File: src/rtl/uart_byte_receiver.sv
// uart_byte_receiver: 8N1 serial receiver with a 2-flop input synchronizer and mid-bit sampling.
// Publishes each well-framed byte with a one-cycle pulse and keeps a wrapping good-byte count.
//
// state   | meaning
// --------+-----------------------------------------------------------
// S_IDLE  | line idle, watching for a falling start edge
// S_START | half-bit wait, then confirm start bit is still low
// S_DATA  | sample 8 data bits LSB-first, one per bit period
// S_STOP  | one bit period, then check stop bit; publish or flag error
// S_BREAK | stop bit was low; wait for line to return high
module uart_byte_receiver #(
  parameter int CLKS_PER_BIT = 434
) (
  input  logic       clk,
  input  logic       rst,
  input  logic       rx,
  output logic [7:0] data_out,
  output logic       data_valid,
  output logic       frame_err,
  output logic       busy,
  output logic [7:0] byte_count
);

  localparam int            CW        = $clog2(CLKS_PER_BIT + 1);
  localparam logic [CW-1:0] FULL_LOAD = CW'(CLKS_PER_BIT - 1);
  localparam logic [CW-1:0] HALF_LOAD = CW'(CLKS_PER_BIT / 2 - 1);
  localparam logic [CW-1:0] CNT_ONE   = CW'(1);

  typedef enum logic [2:0] {
    S_IDLE,
    S_START,
    S_DATA,
    S_STOP,
    S_BREAK
  } state_t;

  state_t        state_q,      state_d;
  logic          rx_meta_q,    rx_meta_d;
  logic          rx_s_q,       rx_s_d;
  logic [CW-1:0] bit_cnt_q,    bit_cnt_d;
  logic [2:0]    bit_idx_q,    bit_idx_d;
  logic [7:0]    shift_q,      shift_d;
  logic [7:0]    data_q,       data_d;
  logic          valid_q,      valid_d;
  logic          ferr_q,       ferr_d;
  logic [7:0]    count_q,      count_d;

  always_ff @(posedge clk or posedge rst) begin
    if (rst) begin
      state_q   <= S_IDLE;
      rx_meta_q <= 1'b1;
      rx_s_q    <= 1'b1;
      bit_cnt_q <= '0;
      bit_idx_q <= '0;
      shift_q   <= '0;
      data_q    <= '0;
      valid_q   <= 1'b0;
      ferr_q    <= 1'b0;
      count_q   <= '0;
    end else begin
      state_q   <= state_d;
      rx_meta_q <= rx_meta_d;
      rx_s_q    <= rx_s_d;
      bit_cnt_q <= bit_cnt_d;
      bit_idx_q <= bit_idx_d;
      shift_q   <= shift_d;
      data_q    <= data_d;
      valid_q   <= valid_d;
      ferr_q    <= ferr_d;
      count_q   <= count_d;
    end
  end

  always_comb begin
    rx_meta_d = rx;
    rx_s_d    = rx_meta_q;
    state_d   = state_q;
    bit_cnt_d = bit_cnt_q;
    bit_idx_d = bit_idx_q;
    shift_d   = shift_q;
    data_d    = data_q;
    valid_d   = 1'b0;
    ferr_d    = ferr_q;
    count_d   = count_q;

    // bit_cnt is a down-counter reloaded on every state change; zero marks a sample point
    case (state_q)
      S_IDLE: begin
        bit_cnt_d = '0;
        if (!rx_s_q) begin
          state_d   = S_START;
          bit_cnt_d = HALF_LOAD;
        end
      end

      S_START: begin
        if (bit_cnt_q == '0) begin
          if (!rx_s_q) begin
            state_d   = S_DATA;
            bit_cnt_d = FULL_LOAD;
            bit_idx_d = '0;
          end else begin
            state_d   = S_IDLE;
            bit_cnt_d = '0;
          end
        end else begin
          bit_cnt_d = bit_cnt_q - CNT_ONE;
        end
      end

      S_DATA: begin
        if (bit_cnt_q == '0) begin
          shift_d   = {rx_s_q, shift_q[7:1]};
          bit_cnt_d = FULL_LOAD;
          if (bit_idx_q == 3'd7) begin
            state_d = S_STOP;
          end else begin
            bit_idx_d = bit_idx_q + 3'd1;
          end
        end else begin
          bit_cnt_d = bit_cnt_q - CNT_ONE;
        end
      end

      S_STOP: begin
        if (bit_cnt_q == '0) begin
          bit_cnt_d = '0;
          if (rx_s_q) begin
            // leaving at the stop-bit centre lets a back-to-back start edge be caught
            state_d = S_IDLE;
            data_d  = shift_q;
            valid_d = 1'b1;
            ferr_d  = 1'b0;
            count_d = count_q + 8'd1;
          end else begin
            state_d = S_BREAK;
            ferr_d  = 1'b1;
          end
        end else begin
          bit_cnt_d = bit_cnt_q - CNT_ONE;
        end
      end

      S_BREAK: begin
        bit_cnt_d = '0;
        if (rx_s_q) begin
          state_d = S_IDLE;
        end
      end

      default: begin
        state_d   = S_IDLE;
        bit_cnt_d = '0;
      end
    endcase
  end

  assign data_out   = data_q;
  assign data_valid = valid_q;
  assign frame_err  = ferr_q;
  assign busy       = (state_q != S_IDLE);
  assign byte_count = count_q;

endmodule

File: config.mk
export PLATFORM = sky130hd
export DESIGN_NAME = uart_byte_receiver
export DESIGN_NICKNAME = d
export VERILOG_FILES = /design/src/rtl/uart_byte_receiver.sv
export SDC_FILE = /design/constraint.sdc
export NUM_CORES = 1
export LEC_CHECK = 0
export ABC_AREA = 1
export CAP_MARGIN = 20
export CORE_MARGIN = 4
export CORE_UTILIZATION = 40
export DETAILED_ROUTE_END_ITERATION = 12
export SYNTH_ARGS = -nofsm -noshare
export SYNTH_HDL_FRONTEND = slang
export SYNTH_SLANG_ARGS = --single-unit
File: constraint.sdc
create_clock -name clk -period 1.6 [get_ports clk]
set_clock_uncertainty 0.1 [all_clocks]
set_input_delay 0.48 -clock clk [delete_from_list [all_inputs] [get_ports clk]]
set_output_delay 0.48 -clock clk [all_outputs]
set_load 0.005 [all_outputs]
* Yosys cells after proc, flatten, opt, wreduce, memory -nomap -nowiden
Index checks and enable logic that the tools add are counted.
** Storage, ports and cells
- Register bits after elaboration :: 43
- Bits of input ports :: 3
** Cells by class
- Add/sub/neg operators :: 3
- Equal/unequal tests :: 13
- Muxes and demuxes :: 24
- Reduce and logical (&&, ||, !) cells :: 9
** Operators with widths (number)
- 2-to-1 mux 9 bit :: 4
- one-hot mux 9 bit (4 select lines) :: 1
- 2-to-1 mux 3 bit :: 11
- inequality test 2 bit, second input constant :: 8
- one-hot mux 3 bit (5 select lines) :: 1
- logical NOT 9 bit :: 1
- subtractor 9 x 1 -> 9 bit, second input constant :: 1
- adder 8 x 1 -> 8 bit, second input constant :: 1
- 2-to-1 mux 8 bit :: 1
- == test 3 x 2 -> 1 bit, second input constant :: 2
- == test 3 bit, second input constant :: 2
- one-hot mux 3 bit (2 select lines) :: 1
- AND reduction 6 bit :: 1
- AND reduction 5 bit :: 1
- 2-to-1 mux 1 bit :: 4
- AND reduction 2 bit :: 2
- adder 3 x 1 -> 3 bit, second input constant :: 1
- == test 3 x 1 -> 1 bit, second input constant :: 1
- logical NOT 3 bit :: 1
- AND reduction 3 bit :: 1
- nonzero test 3 bit :: 1
- 2-to-1 mux 2 bit :: 1
- nonzero test 2 bit :: 1

* Depth between registers and ports, before layout
Gate-level depths: netlist of the first run.
- Word-level depth :: 4
- Gate-level depth with buffers :: 9

* Least setup slack after synthesis of the first run
OpenSTA, ideal clock, no wires.
- Path kind :: register to register
- Start point :: register bit_cnt_q[0]
- End point :: register count_q[2], in the netlist byte_count[2]
- Setup time :: 122 ps
- Arrival :: 1306 ps
- Data required time :: 1378 ps
- Setup slack :: 72 ps
- Stages on the path, launching flop included :: 9
- Period minus slack after synthesis :: 1528 ps
- Cells stage by stage :: dfrtp_1 > inv_1 > ha_1 > nand3_4 > nor2_8 > nand3_4 > buf_6 > nand2_1 > o21ai_2
** Between the ends
- Cells in the longest elaborated chain, start to end :: 2
** Ends and longest elaborated chain
- from (decl) :: RTL line 40 : logic [CW-1:0] bit_cnt_q, bit_cnt_d;
- from (signal assigned) :: RTL line 64 : bit_cnt_q <= bit_cnt_d;
- logical NOT 9 bit :: RTL line 126 : if (bit_cnt_q == '0) begin
- AND reduction 3 bit (no source line)
- to (signal assigned) :: RTL line 70 : count_q <= count_d;
- to (decl) :: RTL line 46 : logic [7:0] count_q, count_d;
No other way between the ends.
A chain may end at the register's enable or synchronous reset.

* Worst setup path after layout of the first run
- Start point :: register state_q[0]
- End point :: output busy
** Between the ends
- Cells in the longest elaborated chain, start to end :: 1
** Ends and longest elaborated chain
- from (decl) :: RTL line 37 : state_t state_q, state_d;
- from (signal assigned) :: RTL line 61 : state_q <= state_d;
- nonzero test 3 bit :: RTL line 161 : assign busy = (state_q != S_IDLE);
- to (decl) :: RTL line 20 : output logic busy,
No other way between the ends.

==> impl_summary.txt, run 1 <==
----------------------------------------------------
[Critical path]
  Worst Path Arrival ... between 0.9 and 1 ns
  WS Path Type ... reg -> out
  Nature of the critical path endpoint ... primary output
  Largest fanout on the critical path ... 2
  Startpoint type of the worst setup path ... flop
  Cells traversed along the worst timing path ... nor2_2 > nand2_1 > clkbuf_2
  Critical path buffer and inverter count ... 1
  Critical path's largest stage delay ... roughly 0.4 ns
  Required time at the worst-slack endpoint ... around 1.0 ns
  CP max-delay cell ... dfrtp_1
  Kind of cell with the highest combined delay on the critical path ... flip-flops

[Clocking]
  Total clock buffers created by CTS ... 5
  Clock latency on the worst-skew pair ... between 0.2 and 0.3 ns
  Clock tree from TritonCTS ... done
  Buffer depth of the longest clock path ... 2
  Cts hold-fix bufs ... 0
  Clock transition at the registers of the reported paths ... approximately 0.080 ns
  Number of levels in the clock H-tree ... 2
  Clock Sink Count ... 43
  Master cell of the clock root buffer ... clkbuf_8

[Run status]
  Result of the run ... completed

[GRT]
  Initial antenna violation count ... 0
  Tot GR Track Use ... roughly 15%
  Wire length of the first global-routing pass ... 7.45 mm
  Largest net degree at the start of global routing ... 44
  Number of global-route vias before repair ... 1638
  Final global-route overflow total ... 0

[Placement]
  Routability congestion estimate ... between 0.7 and 0.8
  Total placed instance area ... 2530 µm²
  Post-detailed-placement half-perimeter wirelength ... around 2.9 mm
  Number of buffers inserted by port buffering ... 21

[STA]
  Worst slew margin relative to its limit ... between 80% and 90%
  Number of failing setup endpoints in the final timing report ... 0
  Fin crit share ... approximately 98%
  Max-slew violations ... 0
  RSZ-0062 raised after global routing ... yes
  Final Hold Vio Count ... 0
  Max frequency ... around 0.64 GHz
  Pin slew with the least headroom to its limit ... 0.224 ns
  Min cycle time layout ... approximately 1.6 ns

[Worst hold path]
  Class of the most critical hold timing path ... reg -> reg

[Route]
  Number of antenna-violating nets in the routed design ... 0
  Routed via count ... ~1.7k
  Wirelength, routed ... approximately 4.2 mm
  Per-cell via count in the routed design ... roughly 4.5
  First-iteration detailed-routing DRC count ... 91
  DRC violation count after routing ... 0
  Count of TritonRoute iterations in the first routing pass ... 4
  Average wire per standard cell ... 11.3 µm

[Floorplan]
  Std-Cell Rows ... 26
  Number of placed I/O pins ... 22
  Placeable core region ... 5140 µm²
  Vertical extent of the die ... 81.0 µm
  Effective utilization at floorplan ... about 41%
  Horiz. Die Dim ... between 80 and 90 µm
  Area of the die ... ~6600 µm²

[Pwr]
  Power spent charging and discharging nets ... a little over 400 µW
  Leakage ... 1.52 nW
  Share of power burned in the clock network ... between 40% and 50%
  Comb pwr share ... 2.0%
  Max IR drop VDD ... about 0.42 mV
  Power density of the placed cells ... slightly above 700 nW/µm²
  Cell internal power dissipation ... roughly 1.6 mW
  Fraction of power spent switching nets ... 20.8%
  Proportion of power drawn by flip-flops and latches ... 55.2%

[Finish]
  Core utilization of the finished layout ... around 54%
  Post-layout nets ... 310
  Antenna cells ... 0
  Most frequent cells in the layout ... nand2_1 (81), dfrtp_1 (40), inv_1 (25), buf_4 (25), nor2_1 (19)
  Fraction of layout cells with a size suffix above 1 ... between 20% and 30%
  Leading cell type in the layout, fill and taps excluded ... nand2_1
  Post-route standard cell area excluding fillers ... ~2800 µm²
  Synthesis-to-finish area growth ... 30.3%

[Synth]
  Post-Synthesis Net Count ... around 260
  Largest area contributor in the synthesized netlist ... dfrtp_1
  Distinct cell type count after synthesis ... 25
  Cell area after synthesis ... around 2100 µm²
  Fraction of the yosys area taken by sequential cells ... between 50% and 60%
  Avg Cell Area, Syn ... ~8.5 µm²
  Number of warning messages in the yosys log ... 0
  Top area cells in the synthesized netlist ... dfrtp_1 (48%), nand2_1 (15%), inv_1 (5.1%)
  Area share of the leading cell type in the synthesized netlist ... between 40% and 50%
  Gate Count Post-Synth ... 250
  Seq cells post-synth ... between 40 and 50

[Run]
  Max-cap viol count ... 0

----------------------------------------------------
[flip-flops by register name (all words and copies together) (netlist names)]
name and flops:
shift_q 8, rx_s_q 1, byte_count 8, rx_meta_q 1, frame_err 1, bit_idx_q 3, data_out 8, state_q 3
bit_cnt_q 9, data_valid 1
[cell usage after synthesis]
library cell,count
a21oi_1,3
buf_6,4
dfrtp_1,41
dfstp_2,2
ha_1,5
inv_1,29
inv_2,4
nand2_1,85
nand2_2,2
nand2_4,1
nand3_1,12
nand3_4,2
nand4_1,2
nor2_1,21
nor2_2,1
nor2_4,1
nor2_8,1
nor3_4,1
o21a_1,1
o21ai_0,7
o21ai_1,10
o21ai_2,7
or2_2,1
xnor2_1,4
xor2_1,3
[what timing repair did]
action                     CTS  global route
setup buffers               10             2
pin swaps                    1             6
gates cloned                 0             0
setup endpoints to repair   21            32
resized for setup           22            22
[layer usage]
metal | vias to the layer above | GRT usage (%) | wire length [µm]
met3 | 6 | 4.43 | 162
met5 | - | 0 | 0
met2 | 30 | 23.0 | 2000
met4 | 0 | 2.53 | 42
li1 | 878 | - | -
met1 | 783 | 19.9 | 2010
[final timing paths]
path,start,endpoint,slack (ns),depth (start not counted)
worst max-delay path,state_q[0],busy,0.03,3
worst min-delay path,rx_meta_q,rx_s_q,0.26,0
worst max register to register,bit_cnt_q[0],data_out[6],0.08,8
worst min register to register,rx_meta_q,rx_s_q,0.26,0
max in group asynchronous,rst,rx_s_q,0.69,3
min in group asynchronous,rst,byte_count[3],0.44,3
[metrics by stage]
stage / TNS, ns / hold WS, ns / worst slack (ns) / power, mW / instances
6_report: 0 / 0.258 / 0.0338 / 1.98 / 373
5_1_grt: -0.0631 / 0.263 / -0.0567 / 2.07 / 373
4_1_cts: -0.0460 / 0.259 / -0.0460 / 2.01 / 372
3_5_place_dp: 0 / 0.248 / 0.0173 / 1.15 / 354
3_3_place_gp: 0 / 0.247 / 0.0370 / 1.15 / 354
2_1_floorplan: 0 / 0.245 / 0.0206 / 1.13 / 250
[kinds of logic after synthesis]
kind of cell / count (synthesis) / synth area share [%]
buffers and inverters: 37 / 7.93
XOR/XNOR: 7 / 2.88
AND/OR/NAND/NOR: 130 / 27.7
adder cells (fa/ha/maj): 5 / 2.94
flip-flops: 43 / 50.6
AO/OA/AOI/OAI: 28 / 7.93
[layout make-up]
class                   instances  area, µm²
inverters                      33        126
clock inverters                 3       43.8
flip-flops and latches         43       1080
repair buffers                 49        422
fillers                       501       2370
multi-input cells             170        946
well taps                      70       87.6
clock buffers                   5       68.8
[power by group through the flow]
stage	registers (mW)	logic, mW	clock network (mW)
finish	1.09	0.0390	0.847
global route	1.09	0.0455	0.930
CTS	1.09	0.0388	0.879
detailed placement	1.11	0.0390	0
global placement	1.11	0.0389	0
floorplan	1.11	0.0202	0
No activity file was read; power rests on OpenSTA's default activity.
==> run 2: changes to the inputs <==
--- a/config.mk
+++ b/config.mk
@@ -7,6 +7,7 @@
 export LEC_CHECK = 0
 export ABC_AREA = 1
 export CAP_MARGIN = 20
+export CORE_ASPECT_RATIO = 1.4
 export CORE_MARGIN = 4
 export CORE_UTILIZATION = 40
 export DETAILED_ROUTE_END_ITERATION = 12
==> run 2 against run 1 <==
Compared with the run above: register-to-register slack about the same; sequential power about the same; count of clock-buffer cells in the layout increased by 1; global-route usage decreased by 1.1 points; largest cell class unchanged; critical endpoint unchanged; final area decreased by 1.5%; utilization decreased by 1.0 points; highest routed layer unchanged.
==> impl_summary.txt, run 2 (synthesis results as in run 1) <==
----------------------------------------------------
[Critical path]
  WS Path Type ... reg -> out
  Largest fanout on the critical path ... 2
  Worst reg-to-reg path cell count ... 8
  Worst Path Arrival ... roughly 0.97 ns
  End of the worst register-to-register path ... byte_count[2]
  CP max-delay cell ... dfrtp_1
  Required time at the worst-slack endpoint ... a little over 1 ns
  Nature of the critical path endpoint ... primary output
  FF-to-FF Start ... bit_cnt_q[1]
  Startpoint type of the worst setup path ... flop
  Cells traversed along the worst timing path ... nor2_2 > nand2_1 > clkbuf_2
  Flop-to-flop setup slack ... 0.07 ns
  Critical path's largest stage delay ... ~0.40 ns

[Worst hold path]
  Class of the most critical hold timing path ... reg -> reg
  Worst Hold End ... rx_s_q
  Startpoint of the lowest-slack hold path ... rx_meta_q
  Worst Hold Path Cells ... 0

[Route]
  DRC violation count after routing ... 0
  Average wire per standard cell ... between 10 and 15 µm
  Per-cell via count in the routed design ... 4.57
  First-iteration detailed-routing DRC count ... 64
  Count of TritonRoute iterations in the first routing pass ... 4
  Wirelength, routed ... about 4.1 mm
  Number of antenna-violating nets in the routed design ... 0
  Routed via count ... approximately 1.7k

[GRT]
  Largest net degree at the start of global routing ... 44
  Initial antenna violation count ... 0
  Number of global-route vias before repair ... between 1.5k and 2k
  Wire length of the first global-routing pass ... between 7 and 8 mm
  Tot GR Track Use ... 13.5%
  Final global-route overflow total ... 0

[STA]
  Total negative setup slack ... 0 ns
  Fin crit share ... a little over nine tenths
  Max-slew violations ... 0
  RSZ-0062 raised after global routing ... yes
  Pin slew with the least headroom to its limit ... 0.247 ns
  Final Hold Vio Count ... 0
  Min cycle time layout ... approximately 1.5 ns
  Smallest hold slack ... 0.260 ns
  Minimum setup slack in the final design ... ~0.052 ns
  Max frequency ... ~0.65 GHz
  Number of failing setup endpoints in the final timing report ... 0
  Worst slew margin relative to its limit ... between 80% and 90%

[Finish]
  Most frequent cells in the layout ... nand2_1 (80), dfrtp_1 (40), inv_1 (27), buf_4 (26), nor2_1 (20)
  Number of flip-flops under the largest register name ... 9
  Core utilization of the finished layout ... a little over half
  Filler-free cell count of the finished design ... between 300 and 400
  Fraction of layout cells with a size suffix above 1 ... around a quarter
  Post-layout nets ... ~310
  Synthesis-to-finish area growth ... 28.3%
  Register with the highest flop count ... bit_cnt_q
  Antenna cells ... 0
  Leading cell type in the layout, fill and taps excluded ... nand2_1

[Pwr]
  Power density of the placed cells ... approximately 660 nW/µm²
  Power spent charging and discharging nets ... between 300 and 400 µW
  Leakage ... 1.52 nW
  Comb pwr share ... under 10%
  Share of power burned in the clock network ... between 30% and 40%
  Fraction of power spent switching nets ... approximately 22%
  Max IR drop VDD ... around 0.60 mV
  Proportion of power drawn by flip-flops and latches ... around three fifths
  Cell internal power dissipation ... 1.41 mW

[Placement]
  Post-detailed-placement half-perimeter wirelength ... between 2 and 3 mm
  Worst setup timing slack at the placement stage ... 0.0226 ns
  Routability congestion estimate ... 0.778
  Number of buffers inserted by port buffering ... 21
  Placed cell count ... 350

[Floorplan]
  Std-Cell Rows ... 31
  Horiz. Die Dim ... roughly 70 µm
  Number of placed I/O pins ... 22
  Effective utilization at floorplan ... 41.3%
  Placeable core region ... 5160 µm²
  Vertical extent of the die ... between 90 and 100 µm
  Area of the die ... 6570 µm²

[Clocking]
  Number of levels in the clock H-tree ... 2
  Clock transition at the registers of the reported paths ... 0.07 ns
  Cts hold-fix bufs ... 0
  Clock latency on the worst-skew pair ... a little under 0.3 ns
  Buffer depth of the longest clock path ... 2
  Master cell of the clock root buffer ... clkbuf_8
  Total clock buffers created by CTS ... 5
  Clock tree from TritonCTS ... done
  Clock Sink Count ... 43

[Run]
  Max-cap viol count ... 0

[Run status]
  Result of the run ... completed

----------------------------------------------------
run 2: cell count changes in the layout (fill, tap and decap cells not counted), moves of 2 or more:
cell / delta
inv_1: +2
nand2_2: +2
nand3_1: +2
o21ai_1: +2
o21ai_2: -3
run 2: critical path: cells and delay by family (launching register included):
| kind | cells | cell delay (ns) |
|---|---|---|
| DFF | 1 | 0.40 |
| and+or+nand+nor | 2 | 0.18 |
| buffers and inverters | 1 | 0.10 |
run 2: timing repair:
action | in CTS | in global routing
buffers inserted | 9 | 4
endpoints found under the hold margin | 0 | 0
resized for setup | 20 | 14
endpoints found under the setup margin | 19 | 28
pin swaps | 0 | 4
run 2: power groups by stage:
stage          Sequential, mW  Clock, mW  Combinational, mW
3_5_place_dp             1.11          0             0.0392
2_1_floorplan            1.11          0             0.0202
5_1_grt                  1.09      0.742             0.0431
4_1_cts                  1.09      0.701             0.0392
3_3_place_gp             1.11          0             0.0394
6_report                 1.09      0.671             0.0367
run 2: metal layers:
metal  share of wire, %  vias to the layer above  track usage, %
li1                   -                      881               -
met1                 43                      785            15.5
met2                 53                       24            24.8
met3                2.6                        7            2.66
met4                1.7                        0            4.95
met5                  0                        -               0
run 2: per-stage QoR:
step | total power, mW | area (µm²)
6_report | 1.80 | 2730
2_1_floorplan | 1.13 | 2130
3_5_place_dp | 1.15 | 2530
3_3_place_gp | 1.15 | 2530
4_1_cts | 1.83 | 2660
5_1_grt | 1.88 | 2730
run 2: how the worst max path moves through the flow:
stage               start      endpoint  slack (ns)  depth (start not counted)
3_5_place_dp   state_q[0]          busy        0.02                          3
3_3_place_gp   state_q[0]          busy        0.02                          3
4_1_cts        state_q[0]          busy       -0.10                          3
6_report       state_q[2]          busy        0.05                          3
5_1_grt        state_q[2]          busy       -0.02                          3
2_1_floorplan         rst  bit_cnt_q[0]        0.02                          1
run 2: area by class of cell:
type,instances,area (µm²)
fillers,481,2430
flip-flops and latches,43,1080
multi-input cells,170,910
repair buffers,51,449
inverters,33,126
well taps,66,82.6
clock buffers,6,72.6
clock inverters,2,12.5
==> variant: new RTL, settings of run 2 <==
Encoding of `state_t`: now Gray code (3 bits for 5 states).
--- a/src/rtl/uart_byte_receiver.sv
+++ b/src/rtl/uart_byte_receiver.sv
@@ -27,11 +27,11 @@
   localparam logic [CW-1:0] CNT_ONE   = CW'(1);
 
   typedef enum logic [2:0] {
-    S_IDLE,
-    S_START,
-    S_DATA,
-    S_STOP,
-    S_BREAK
+    S_IDLE  = 3'b000,
+    S_START = 3'b001,
+    S_DATA  = 3'b011,
+    S_STOP  = 3'b010,
+    S_BREAK = 3'b110
   } state_t;
 
   state_t        state_q,      state_d;
Behaviour: no difference found for any inputs over 10 cycles, from zero or initial values and one cycle with rst high; not proved beyond that.
==> variant against run 2 <==
Power grew 1.4%. Count of clock-buffer cells in the layout decreased by 1. Routed wire length is 15% higher. Sequential cell count did not move. Critical endpoint is now frame_err. Setup slack gained 0.0063 ns. Worst hold slack barely moved. Final area up 6.5%. Maximum frequency increased by 0.41%. Highest routed layer unchanged. Area after synthesis up 3.9%.
==> variant: results (changes against run 2) <==
[run_status]
outcome = finished, final reports clean

[logic_synthesis]
synthDistinctLibCells = 27  ; +8.0%
synth_warnings = 0  ; unchanged
yosysSeqAreaShare_pct = 48.8  ; -1.9 points
syn_nets = 276  ; +7.0%
synth_flop_cell = dfrtp_1
ys_top_cells_by_area = dfrtp_1 (46%), nand2_1 (15%), inv_1 (5.6%)
synth_common_cells = nand2_1 (86), dfrtp_1 (41), inv_1 (33), nand3_1 (21), nor2_1 (20)

[routing]
num_vias = 1854  ; +9.3%
drtIter0Drc = 62  ; -3.1%
wirelength_um = 4690  ; +15%
dr.pass1.iters = 4  ; unchanged
wl_met3_um = 156  ; +46%
wl_met2_um = 2390  ; +11%
wl_met1_um = 2070  ; +17%

[power_and_ir_drop]
power.leakage_nw = 1.58  ; +3.8%
vdd.ir_drop.worst_uv = 568  ; -6.0%
swShare_pct = 22.8  ; +0.97 points

[cts]
post_cts_resized = 21  ; +5.0%
cts_setup_buffers = 7  ; -2
clkSlewWorstSetupHoldPaths_ns = 0.09  ; +0.02 ns
cts_buffer_depth = 2  ; unchanged
clk_latency_ns = 0.29  ; about the same
cts_root_buffer = clkbuf_8

[worst_setup_path]
cpPeakStageDelay_ns = 0.39
arrival_ns = 0.96
rr_worst_depth = 8  ; unchanged
r2r_end = bit_idx_q[0]$_DFFE_PP0P_
critical_path.slowest_cell = dfrtp_1
reg2reg_slack_ns = 0.11  ; +0.04 ns
r2r_start = bit_idx_q[0]$_DFFE_PP0P_

[global_routing]
grt_pass1_vias = 1821  ; +7.9%
grt_util_met2_pct = 26.8  ; +2.0 points
grt_util_all_layers_pct = 14.8  ; +1.4 points
grt_max_degree = 44  ; unchanged
grt_use_met1_pct = 17.0  ; +1.5 points
grt_pass1_wl_um = 8090  ; +13%
grtUsageMet3_pct = 3.87  ; +1.2 points

[cells_and_area]
layout.nets = 336  ; +7.7%
largest_register_ffs = 9  ; unchanged
antenna_cells = 0  ; unchanged
final_layout_size_suffix_gt1_share_pct = 25.5  ; +2.3 points

[timing]
relSlewSlack_pct = 78.9  ; -4.5 points
holdWs_ns = 0.260  ; -0.000295 ns

[place]
place.gp.congestion = 0.794  ; +2.1%
post-dp-hpwl_um = 3230  ; +9.8%
post-place-ws_ns = 0.00615  ; -0.0165 ns

[min_path]
hp-start = rx_meta_q$_DFF_PP1_
whs_path_depth = 0  ; unchanged

[variant: worst max path at each step]
stage               slack [ns]              startpoint                      to
floorplan                 0.02                     rst  bit_cnt_q[0]$_DFF_PP0_
global placement         0.004  state_q[2]$_DFFE_PP0P_                    busy
detailed placement       0.006  state_q[2]$_DFFE_PP0P_                    busy
CTS                      -0.07  state_q[2]$_DFFE_PP0P_                    busy
global route            -0.002  bit_cnt_q[5]$_DFF_PP0_  state_q[1]$_DFFE_PP0P_
finish                    0.06   frame_err$_DFFE_PP0P_               frame_err
[variant: power by group through the flow]
| stage | clock [mW] | sequential [mW] | combinational [mW] |
|---|---|---|---|
| final | 0.685 | 1.09 | 0.0475 |
| after global routing | 0.770 | 1.09 | 0.0544 |
| after CTS | 0.710 | 1.09 | 0.0431 |
| after detailed placement | 0 | 1.12 | 0.0433 |
| after global placement | 0 | 1.12 | 0.0427 |
| after floorplan | 0 | 1.11 | 0.0263 |
[variant: area by class of cell]
cell class,instances,area [sq um]
flip-flops and latches,43,1080
clock inverters,3,20.0
fillers,514,2360
well taps,66,82.6
inverters,35,131
repair buffers,54,454
multi-input cells,189,1070
clock buffers,5,68.8
[variant: cells by family after synthesis]
kind of cell	synth area share, %
buffers and inverters	7.18
and+or+nand+nor	31.3
DFF	48.8
adders and majority gates	2.83
AOI/OAI and AO/OA	7.98
xor gates and xnor gates	1.98
[variant: metrics by stage]
step | power, mW | instances | area, sq um | setup TNS (ns) | util (%)
2_1_floorplan | 1.14 | 268 | 2210 | 0 | -
3_3_place_gp | 1.16 | 370 | 2630 | 0 | 49.8
3_5_place_dp | 1.16 | 370 | 2630 | 0 | 49.8
4_1_cts | 1.85 | 386 | 2760 | -0.0743 | 52.3
5_1_grt | 1.92 | 395 | 2910 | -0.00198 | 55.2
6_report | 1.83 | 395 | 2910 | 0 | 55.2
